===== src/rtl/ifu_pkg.sv =====
// Shared types and constants for the byte-serial instruction fetch unit.
package ifu_pkg;

  localparam int WORD_W         = 32;
  localparam int BYTES_PER_WORD = 4;

  typedef enum logic {
    FETCH,
    WAIT
  } fetch_state_e;

  typedef struct packed {
    logic [WORD_W-1:0] pc;
    logic [WORD_W-1:0] data;
  } ifq_entry_t;

endpackage


===== src/rtl/ifu_if.sv =====
// Instruction-memory bus, redirect input and execute-stage handshake of the fetch unit.
interface ifu_if
  import ifu_pkg::*;
#(
  parameter int IMEM_AW = 5
);

  logic [IMEM_AW-1:0] imem_addr;
  logic               imem_rd;
  logic [7:0]         imem_data;
  logic               redirect_valid;
  logic [WORD_W-1:0]  redirect_pc;
  logic               inst_valid;
  logic               inst_ready;
  logic [WORD_W-1:0]  inst_data;
  logic [WORD_W-1:0]  inst_pc;

  modport master (
    output imem_addr, imem_rd, inst_valid, inst_data, inst_pc,
    input  imem_data, redirect_valid, redirect_pc, inst_ready
  );

  modport slave (
    input  imem_addr, imem_rd, inst_valid, inst_data, inst_pc,
    output imem_data, redirect_valid, redirect_pc, inst_ready
  );

endinterface


===== src/rtl/ifu_fifo.sv =====
// Circular prefetch queue of {pc, data} entries with flush, push, pop and occupancy outputs.
module ifu_fifo
  import ifu_pkg::*;
#(
  parameter int DEPTH = 4
) (
  input  logic                     clk,
  input  logic                     rst,
  input  logic                     flush,
  input  logic                     push,
  input  ifq_entry_t               push_entry,
  input  logic                     pop,
  output ifq_entry_t               head,
  output logic [$clog2(DEPTH):0]   count,
  output logic                     full,
  output logic                     empty
);

  localparam int PW = $clog2(DEPTH);

  ifq_entry_t      mem [DEPTH];
  logic [PW-1:0]   wr_ptr;
  logic [PW-1:0]   rd_ptr;
  logic            do_push;
  logic            do_pop;

  assign full    = (count == (PW+1)'(DEPTH));
  assign empty   = (count == '0);
  assign do_pop  = pop & ~empty & ~flush;
  assign do_push = push & (~full | do_pop) & ~flush;

  // NOTE: sequential state uses non-blocking assignments so every register samples pre-edge values.
  always_ff @(posedge clk or posedge rst) begin
    if (rst) begin
      wr_ptr <= '0;
      rd_ptr <= '0;
      count  <= '0;
    end else if (flush) begin
      wr_ptr <= '0;
      rd_ptr <= '0;
      count  <= '0;
    end else begin
      if (do_push) wr_ptr <= wr_ptr + PW'(1);
      if (do_pop)  rd_ptr <= rd_ptr + PW'(1);
      count <= count + (PW+1)'(do_push) - (PW+1)'(do_pop);
    end
  end

  // NOTE: storage is deliberately not reset; pointers and count alone decide which entries are live.
  always_ff @(posedge clk) begin
    if (do_push) mem[wr_ptr] <= push_entry;
  end

  assign head = empty ? '0 : mem[rd_ptr];

endmodule


===== src/rtl/instr_fetch_unit.sv =====
// Byte-serial fetch: assembles big-endian words from byte memory into a prefetch queue.
// Define IFU_STATS_EN to add the stat_fetched / stat_flushes counters.
module instr_fetch_unit
  import ifu_pkg::*;
#(
  parameter int DEPTH   = 4,
  parameter int IMEM_AW = 5
) (
  input  logic        clk,
  input  logic        rst,
  ifu_if.master       bus
`ifdef IFU_STATS_EN
  ,
  output logic [31:0] stat_fetched,
  output logic [31:0] stat_flushes
`endif
);

  localparam int CW = $clog2(DEPTH) + 1;

  fetch_state_e        state_q, state_d;
  logic [WORD_W-1:0]   fetch_pc_q, fetch_pc_d;
  logic [1:0]          bidx_q, bidx_d;
  logic [WORD_W-1:0]   word_q, word_d;
  logic                push;
  logic                pop;
  logic                can_accept;
  ifq_entry_t          push_entry;
  ifq_entry_t          head;
  logic [CW-1:0]       fifo_count;
  logic                fifo_full;
  logic                fifo_empty;

  assign bus.imem_rd   = (state_q == FETCH) & ~rst;
  assign bus.imem_addr = fetch_pc_q[IMEM_AW-1:0] + IMEM_AW'(bidx_q);

  assign pop        = ~fifo_empty & bus.inst_ready & ~bus.redirect_valid;
  assign can_accept = (fifo_count < CW'(DEPTH)) | pop;

  assign bus.inst_valid = ~fifo_empty;
  assign bus.inst_data  = head.data;
  assign bus.inst_pc    = head.pc;

  // NOTE: every combinational output gets a default first, so no path can infer a latch.
  always_comb begin
    state_d    = state_q;
    fetch_pc_d = fetch_pc_q;
    bidx_d     = bidx_q;
    word_d     = word_q;
    push       = 1'b0;
    push_entry = '{pc: fetch_pc_q, data: word_q};

    if (bus.redirect_valid) begin
      state_d    = FETCH;
      fetch_pc_d = {bus.redirect_pc[WORD_W-1:2], 2'b00};
      bidx_d     = '0;
    end else begin
      unique case (state_q)
        FETCH: begin
          // Big-endian slot: byte index b lands at bit 8*(3-b), and 3-b == ~b for two bits.
          word_d[{~bidx_q, 3'b000} +: 8] = bus.imem_data;
          bidx_d = bidx_q + 2'd1;
          if (bidx_q == 2'd3) begin
            push_entry.data = {word_q[WORD_W-1:8], bus.imem_data};
            if (can_accept) begin
              push       = 1'b1;
              fetch_pc_d = fetch_pc_q + WORD_W'(BYTES_PER_WORD);
            end else begin
              state_d = WAIT;
              bidx_d  = bidx_q;
            end
          end
        end
        WAIT: begin
          if (can_accept) begin
            push       = 1'b1;
            fetch_pc_d = fetch_pc_q + WORD_W'(BYTES_PER_WORD);
            bidx_d     = '0;
            state_d    = FETCH;
          end
        end
        default: state_d = FETCH;
      endcase
    end
  end

  always_ff @(posedge clk or posedge rst) begin
    if (rst) begin
      state_q    <= FETCH;
      fetch_pc_q <= '0;
      bidx_q     <= '0;
      word_q     <= '0;
    end else begin
      state_q    <= state_d;
      fetch_pc_q <= fetch_pc_d;
      bidx_q     <= bidx_d;
      word_q     <= word_d;
    end
  end

  ifu_fifo #(.DEPTH(DEPTH)) u_fifo (
    .clk        (clk),
    .rst        (rst),
    .flush      (bus.redirect_valid),
    .push       (push),
    .push_entry (push_entry),
    .pop        (pop),
    .head       (head),
    .count      (fifo_count),
    .full       (fifo_full),
    .empty      (fifo_empty)
  );

  full_matches_count: assert property (
    @(posedge clk) disable iff (rst) fifo_full == (fifo_count == CW'(DEPTH))
  );

`ifdef IFU_STATS_EN
  always_ff @(posedge clk or posedge rst) begin
    if (rst) begin
      stat_fetched <= '0;
      stat_flushes <= '0;
    end else begin
      if (push)               stat_fetched <= stat_fetched + 32'd1;
      if (bus.redirect_valid) stat_flushes <= stat_flushes + 32'd1;
    end
  end
`endif

endmodule

===== src/flat_wrapper.sv =====
// flat-port wrapper written by rule: the top's interface ports become plain ports
module instr_fetch_unit_flat import ifu_pkg::*;
#(
  parameter int DEPTH   = 4,
  parameter int IMEM_AW = 5
)
  (clk, rst, bus_imem_addr, bus_imem_rd, bus_inst_valid, bus_inst_data, bus_inst_pc, bus_imem_data, bus_redirect_valid, bus_redirect_pc, bus_inst_ready);
  ifu_if #(.IMEM_AW(IMEM_AW)) bus_i ();
  input  logic clk;
  input  logic rst;
  output wire logic [$bits(bus_i.imem_addr)-1:0] bus_imem_addr;
  output wire logic [$bits(bus_i.imem_rd)-1:0] bus_imem_rd;
  output wire logic [$bits(bus_i.inst_valid)-1:0] bus_inst_valid;
  output wire logic [$bits(bus_i.inst_data)-1:0] bus_inst_data;
  output wire logic [$bits(bus_i.inst_pc)-1:0] bus_inst_pc;
  input wire logic [$bits(bus_i.imem_data)-1:0] bus_imem_data;
  input wire logic [$bits(bus_i.redirect_valid)-1:0] bus_redirect_valid;
  input wire logic [$bits(bus_i.redirect_pc)-1:0] bus_redirect_pc;
  input wire logic [$bits(bus_i.inst_ready)-1:0] bus_inst_ready;
  assign bus_imem_addr = bus_i.imem_addr;
  assign bus_imem_rd = bus_i.imem_rd;
  assign bus_inst_valid = bus_i.inst_valid;
  assign bus_inst_data = bus_i.inst_data;
  assign bus_inst_pc = bus_i.inst_pc;
  assign bus_i.imem_data = bus_imem_data;
  assign bus_i.redirect_valid = bus_redirect_valid;
  assign bus_i.redirect_pc = bus_redirect_pc;
  assign bus_i.inst_ready = bus_inst_ready;
  instr_fetch_unit #(.DEPTH(DEPTH), .IMEM_AW(IMEM_AW)) u_core (.clk(clk), .rst(rst), .bus(bus_i));
endmodule

===== config.mk =====
export PLATFORM = sky130hd
export DESIGN_NAME = instr_fetch_unit_flat
export DESIGN_NICKNAME = d
export VERILOG_FILES = /design/src/rtl/ifu_pkg.sv /design/src/rtl/ifu_if.sv /design/src/rtl/ifu_fifo.sv /design/src/rtl/instr_fetch_unit.sv /design/src/flat_wrapper.sv
export SDC_FILE = /design/constraint.sdc
export NUM_CORES = 1
export LEC_CHECK = 0
export ABC_AREA = 0
export CAP_MARGIN = 0
export CELL_PAD_IN_SITES_DETAIL_PLACEMENT = 0
export CELL_PAD_IN_SITES_GLOBAL_PLACEMENT = 1
export CORE_ASPECT_RATIO = 1.2
export CORE_MARGIN = 2
export CORE_UTILIZATION = 49
export CTS_CLUSTER_DIAMETER = 200
export DETAILED_ROUTE_END_ITERATION = 12
export PLACE_DENSITY_LB_ADDON = 0.1
export SETUP_SLACK_MARGIN = 0.15
export SLEW_MARGIN = 10
export SYNTH_ARGS = -nofsm -noshare
export SYNTH_HDL_FRONTEND = slang
export SYNTH_SLANG_ARGS = --single-unit

===== constraint.sdc =====
create_clock -name clk -period 4 [get_ports clk]
set_clock_uncertainty 0.15 [all_clocks]
set_input_delay 0.6 -clock clk [delete_from_list [all_inputs] [get_ports clk]]
set_output_delay 0.6 -clock clk [all_outputs]
set_load 0.1 [all_outputs]

==> flow_summary.json, run 1 <==
{
  "hold_depth": 2,
  "max_freq_mhz": 293,
  "crit-reg2reg-launch": "u_core.bidx_q[0]$_DFFE_PP0P_",
  "slew_viol_final": 0,
  "cts-hold-fix-buffers": 0,
  "cts_tree": "done",
  "grt-ovfl-total": 0,
  "leakage_nw": 5.39,
  "design_area_sq_um": 15300,
  "synth_top_area_frac": 0.575,
  "setup_violations": 0,
  "drv_cap": 0,
  "synth_seq_cells": 320,
  "postPlaceCellArea_sq_um": 14300,
  "hpwl_um": 16200,
  "synth_area_sq_um": 13000,
  "drt_first_iter_violations": 293,
  "io_pins": 115,
  "arrival_ns": 2.66,
  "clk_pin_slew_ns": 0.06,
  "r2r_setup_slack_ns": 0.80,
  "timing.final.crit_share": 0.853,
  "final_antenna_net_count": 0,
  "worstPathMaxFanout": 23,
  "numCtsBuffers": 30,
  "start_util": 0.495,
  "firstDrtPassIters": 4,
  "status": "finished clean",
  "r2r_cells": 11,
  "gp_congestion": 0.767,
  "slew_headroom": 0.309,
  "wirelength_um": 26000,
  "dieArea_sq_um": 27800,
  "cp.buffers_inverters": 2,
  "critical-path-top-delay-family": "flip-flops",
  "die_x_um": 152,
  "wl_per_cell_um": 21.4,
  "synth_top_cell_by_area": "edfxtp_1",
  "io_buffers": 110,
  "cp_common_cell": "buf_4",
  "grt.total_usage": 0.191,
  "cp_num_cells": 4,
  "p_per_area_nw_per_um2": 686,
  "fin_crit_ns": 3.41,
  "rows": 65,
  "rsz0062_at_grt": "false",
  "grt_pass1_wl_um": 41100,
  "synth_warnings": 0,
  "grt_start_max_net_pins": 65,
  "finalHoldViolations": 0,
  "drc": 0,
  "worstPathCellList": "buf_4 -> mux4_2 -> and2_1 -> buf_4",
  "fin_nets": 914,
  "antenna_cells": 0,
  "tns_ns": 0,
  "h-tree-depth": 1,
  "synth_cell_types": 41,
  "core_area_sq_um": 26200,
  "avgSynthCellArea_sq_um": 17.7,
  "num_vias": 6811,
  "clock_sinks": 320,
  "slowest_delay_ns": 0.76,
  "syn_inst": 734,
  "yosysSeqAreaShare": 0.714,
  "critPathLaunchType": "flop",
  "cts_root_buf": "clkbuf_16",
  "hold_class": "input port to flop",
  "cts_setup_buffers": 0,
  "cts_resized": 0,
  "worst_slew_pin_slew_ns": 1.03,
  "post-route-util": 0.583,
  "critPathKind": "flop to primary output",
  "die_h_um": 182,
  "holdPathEnd": "u_core.u_fifo.rd_ptr[0]$_DFFE_PP0P_",
  "required_ns": 3.25,
  "end_kind": "primary output",
  "hold_path.startpoint": "bus_redirect_valid",
  "clk_latency_ns": 0.54,
  "antenna_found_initial": 0,
  "via_per_inst": 5.60,
  "layout_commonest_cell": "edfxtp_1",
  "drive_above_1_share": 0.245,
  "clockBufferDepth": 3,
  "crit_path_top_delay_cell": "dfrtp_4",
  "rr_endpoint": "u_core.u_fifo.count[2]$_DFF_PP0_",
  "final_cell_mix": "edfxtp_1 (248), buf_4 (79), dfrtp_1 (70)",
  "synthTopCellsByArea": "edfxtp_1 (57%), dfrtp_1 (14%), mux4_2 (11%)",
  "ir_drop_uv": 458,
  "area_growth_pct": 17.7,
  "first_global_vias": 7242
}
-- synth_stat cells, drive strengths merged --
master   instances
a2111oi          1
a211oi           1
a21boi           1
a21o             1
a21oi            2
a22o            25
a22oi            3
and2            69
and3             5
and4             1
buf             13
clkbuf          24
conb             1
dfrtp           72
edfxtp         248
fa               1
ha              11
inv             11
mux2            13
mux2i            1
mux4            62
nand2           38
nand2b           1
nand3           12
nand4           18
nor2            15
nor2b            9
nor3             3
nor3b            2
nor4             8
o21ai           28
or3              1
xnor2           11
xor2            22
-- how the worst max path moves through the flow --
stage / from / endpoint / slack [ns]
global placement: bus_inst_ready / u_core.u_fifo.count[2]$_DFF_PP0_ / 0.72
floorplan: u_core.bidx_q[0]$_DFFE_PP0P_ / u_core.u_fifo.count[2]$_DFF_PP0_ / 0.60
finish: u_core.u_fifo.rd_ptr[0]$_DFFE_PP0P_ / bus_inst_pc[25] / 0.59
global route: u_core.u_fifo.rd_ptr[0]$_DFFE_PP0P_ / bus_inst_pc[25] / 0.43
CTS: u_core.u_fifo.rd_ptr[0]$_DFFE_PP0P_ / bus_inst_pc[5] / 0.49
detailed placement: bus_inst_ready / u_core.u_fifo.count[2]$_DFF_PP0_ / 0.63
-- cell families after synthesis --
| family | share of synthesized area |
|---|---|
| AO/OA/AOI/OAI | 0.0353 |
| XOR/XNOR | 0.0223 |
| adder cells (fa/ha/maj) | 0.0122 |
| buffers and inverters | 0.0154 |
| flip-flops | 0.714 |
| multiplexers | 0.120 |
| other | 0.000289 |
| AND/OR/NAND/NOR | 0.0811 |
-- area by class of cell --
| class | count | area, sq um |
|---|---|---|
| fill | 2024 | 10900 |
| tap | 335 | 419 |
| clock inverter | 15 | 88.8 |
| timing repair buffer | 128 | 1110 |
| multi-input combinational | 367 | 3520 |
| inverter | 11 | 41.3 |
| sequential | 320 | 9250 |
| clock buffer | 41 | 823 |
-- stage by stage --
stage                     cells  hold WS (ns)  power [mW]  setup slack, ns
final                      1217         0.314        10.5            0.586
after global routing       1217         0.309        10.9            0.428
after CTS                  1217         0.289        10.6            0.492
after detailed placement   1161         0.361        7.96            0.628
after global placement     1161         0.342        7.91            0.723
after floorplan             735         0.326        7.10            0.603
-- state kept, by name, indices dropped and copies added, names as in the netlist --
name / count
u_core.word_q: 32
u_core.fetch_pc_q: 30
u_core.bidx_q: 2
u_core.state_q: 1
u_core.u_fifo.wr_ptr: 2
u_core.u_fifo.mem: 248
u_core.u_fifo.rd_ptr: 2
u_core.u_fifo.count: 3
-- routing by layer --
| metal | global-route usage | wire, um | share of wire |
|---|---|---|---|
| met3 | 0.0285 | 1010 | 0.039 |
| met5 | 0 | 0 | 0 |
| met2 | 0.346 | 13900 | 0.53 |
| met1 | 0.244 | 10700 | 0.41 |
| met4 | 0.0452 | 422 | 0.016 |
-- power by group --
part	leakage [nW]	internal, mW	switching, mW
logic	1.76	0.979	2.81
clock network	0.448	1.49	1.14
registers	3.18	3.83	0.224
Power figures use the tool's default switching activity.
==> run 2, diff against run 1 <==
--- a/config.mk
+++ b/config.mk
@@ -20,3 +20,4 @@
 export SYNTH_ARGS = -nofsm -noshare
 export SYNTH_HDL_FRONTEND = slang
 export SYNTH_SLANG_ARGS = --single-unit
+export TNS_END_PERCENT = 100
==> results of run 2 <==
No change in the layout: final DEF, timing and power equal those of run 1.
==> run 3, diff against run 2 <==
--- a/config.mk
+++ b/config.mk
@@ -9,7 +9,6 @@
 export CAP_MARGIN = 0
 export CELL_PAD_IN_SITES_DETAIL_PLACEMENT = 0
 export CELL_PAD_IN_SITES_GLOBAL_PLACEMENT = 1
-export CORE_ASPECT_RATIO = 1.2
 export CORE_MARGIN = 2
 export CORE_UTILIZATION = 49
 export CTS_CLUSTER_DIAMETER = 200
==> flow_summary.json, run 3 (same netlist as run 1, synthesis figures left out) <==
{
  "largest_register_ffs": 248,
  "tns_ns": 0,
  "worstPathMaxFanout": 43,
  "regMostFlops": "u_core.u_fifo.mem",
  "timing.final.crit_share": 0.861,
  "io_buffers": 110,
  "slew_viol_final": 0,
  "hpwl_um": 16800,
  "cts_setup_buffers": 0,
  "p_switching_mw": 4.29,
  "ir_drop_uv": 620,
  "num_vias": 6927,
  "die_h_um": 167,
  "area_growth_pct": 19.6,
  "fin_nets": 918,
  "leakage_nw": 5.52,
  "cts-hold-fix-buffers": 0,
  "status": "finished clean",
  "clockBufferDepth": 3,
  "hold_ws_ns": 0.270,
  "max_freq_mhz": 290,
  "hold_class": "input port to flop",
  "required_ns": 3.25,
  "reg_top3": "u_core.u_fifo.mem (248), u_core.word_q (32), u_core.fetch_pc_q (30)",
  "power_frac_comb": 0.345,
  "seqPwrFrac": 0.364,
  "cts_resized": 0,
  "r2r_cells": 11,
  "antenna_found_initial": 1,
  "clock_power_share": 0.291,
  "drt_first_iter_violations": 432,
  "drc": 0,
  "clock_sinks": 320,
  "clk_pin_slew_ns": 0.06,
  "arrival_ns": 2.69,
  "drv_cap": 0,
  "gp_congestion": 0.769,
  "antenna_cells": 0,
  "worst_slew_pin_slew_ns": 1.04,
  "start_util": 0.499,
  "final_antenna_net_count": 0,
  "post-route-util": 0.597,
  "via_per_inst": 5.66,
  "critPathKind": "flop to primary output",
  "first_global_vias": 7283,
  "grt.total_usage": 0.200,
  "grt_start_max_net_pins": 58,
  "grt-ovfl-total": 0,
  "rsz0062_at_grt": "false",
  "swShare": 0.387,
  "firstDrtPassIters": 5,
  "end_kind": "primary output",
  "final_cell_mix": "edfxtp_1 (248), buf_4 (79), dfrtp_1 (70)",
  "cts_root_buf": "clkbuf_16",
  "io_pins": 115,
  "wl_per_cell_um": 22.1,
  "rows": 59,
  "die_x_um": 167,
  "postPlaceCellArea_sq_um": 14300,
  "instances_no_fill": 1223,
  "finalHoldViolations": 0,
  "fillers": 2026,
  "hold_depth": 2,
  "r2r_setup_slack_ns": 0.78,
  "p_per_area_nw_per_um2": 714,
  "layout_commonest_cell": "edfxtp_1",
  "design_area_sq_um": 15500,
  "slew_headroom": 0.305,
  "placed_cells": 1161,
  "critPathLaunchType": "flop",
  "numCtsBuffers": 34,
  "p_int_mw": 6.78,
  "core_area_sq_um": 26000,
  "setup_violations": 0,
  "cts_tree": "done",
  "wirelength_um": 27000,
  "clk_latency_ns": 0.50,
  "fin_crit_ns": 3.44,
  "h-tree-depth": 2,
  "grt_pass1_wl_um": 42400,
  "dieArea_sq_um": 27800,
  "drive_above_1_share": 0.261
}
run 3: cell types whose count changed in the layout (fill, tap and decap cells not counted):
cell	delta
bufinv_16	+3
clkinvlp_4	+1
clkinv_2	+5
clkbuf_1	-3
clkinv_1	-7
clkbuf_16	+6
clkbuf_8	+1
run 3: worst max-delay path, stage by stage, from the launching register on:
cell     delay [ns]
dfrtp_1        0.50
or3_2          0.76
buf_4          0.38
and2_1         0.25
buf_4          0.24
run 3: layout make-up:
| type | count | area (sq um) | share of cell area |
|---|---|---|---|
| Timing Repair Buffer | 128 | 1110 | 0.0715 |
| Sequential cell | 320 | 9250 | 0.597 |
| Clock inverter | 17 | 185 | 0.0119 |
| Multi-Input combinational cell | 367 | 3520 | 0.227 |
| Clock buffer | 45 | 976 | 0.0629 |
| Inverter | 11 | 41.3 | 0.00266 |
| Tap cell | 335 | 419 | 0.0270 |
run 3: worst paths after layout:
path,from,endpoint
max,u_core.u_fifo.count[2]$_DFF_PP0_,bus_inst_pc[16]
min,bus_redirect_valid,u_core.u_fifo.rd_ptr[1]$_DFFE_PP0P_
max reg2reg,u_core.bidx_q[0]$_DFFE_PP0P_,u_core.u_fifo.count[2]$_DFF_PP0_
min reg2reg,u_core.word_q[21]$_DFFE_PP0P_,u_core.u_fifo.mem[0][21]$_DFFE_PP_
max in group asynchronous,rst,u_core.fetch_pc_q[14]$_DFFE_PP0P_
min in group asynchronous,rst,u_core.word_q[23]$_DFFE_PP0P_
run 3: metrics by stage:
| step | total power [mW] | worst slack (ns) |
|---|---|---|
| 5_1_grt | 11.5 | 0.410 |
| 6_report | 11.1 | 0.557 |
| 4_1_cts | 11.2 | 0.551 |
| 3_5_place_dp | 7.96 | 0.605 |
| 3_3_place_gp | 7.92 | 0.686 |
| 2_1_floorplan | 7.10 | 0.603 |
run 3: layer usage:
metal  GRT usage  routed length [um]
met3      0.0295                1220
met2       0.348               14000
met1       0.265               11300
met5           0                   0
met4      0.0558                 488
run 3: power by group through the flow:
stage	logic, mW	registers (mW)	clock network [mW]
after global routing	3.99	4.05	3.41
after detailed placement	3.86	4.10	0
after floorplan	3.10	4.00	0
after global placement	3.84	4.08	0
final	3.82	4.03	3.22
after CTS	3.87	4.03	3.28
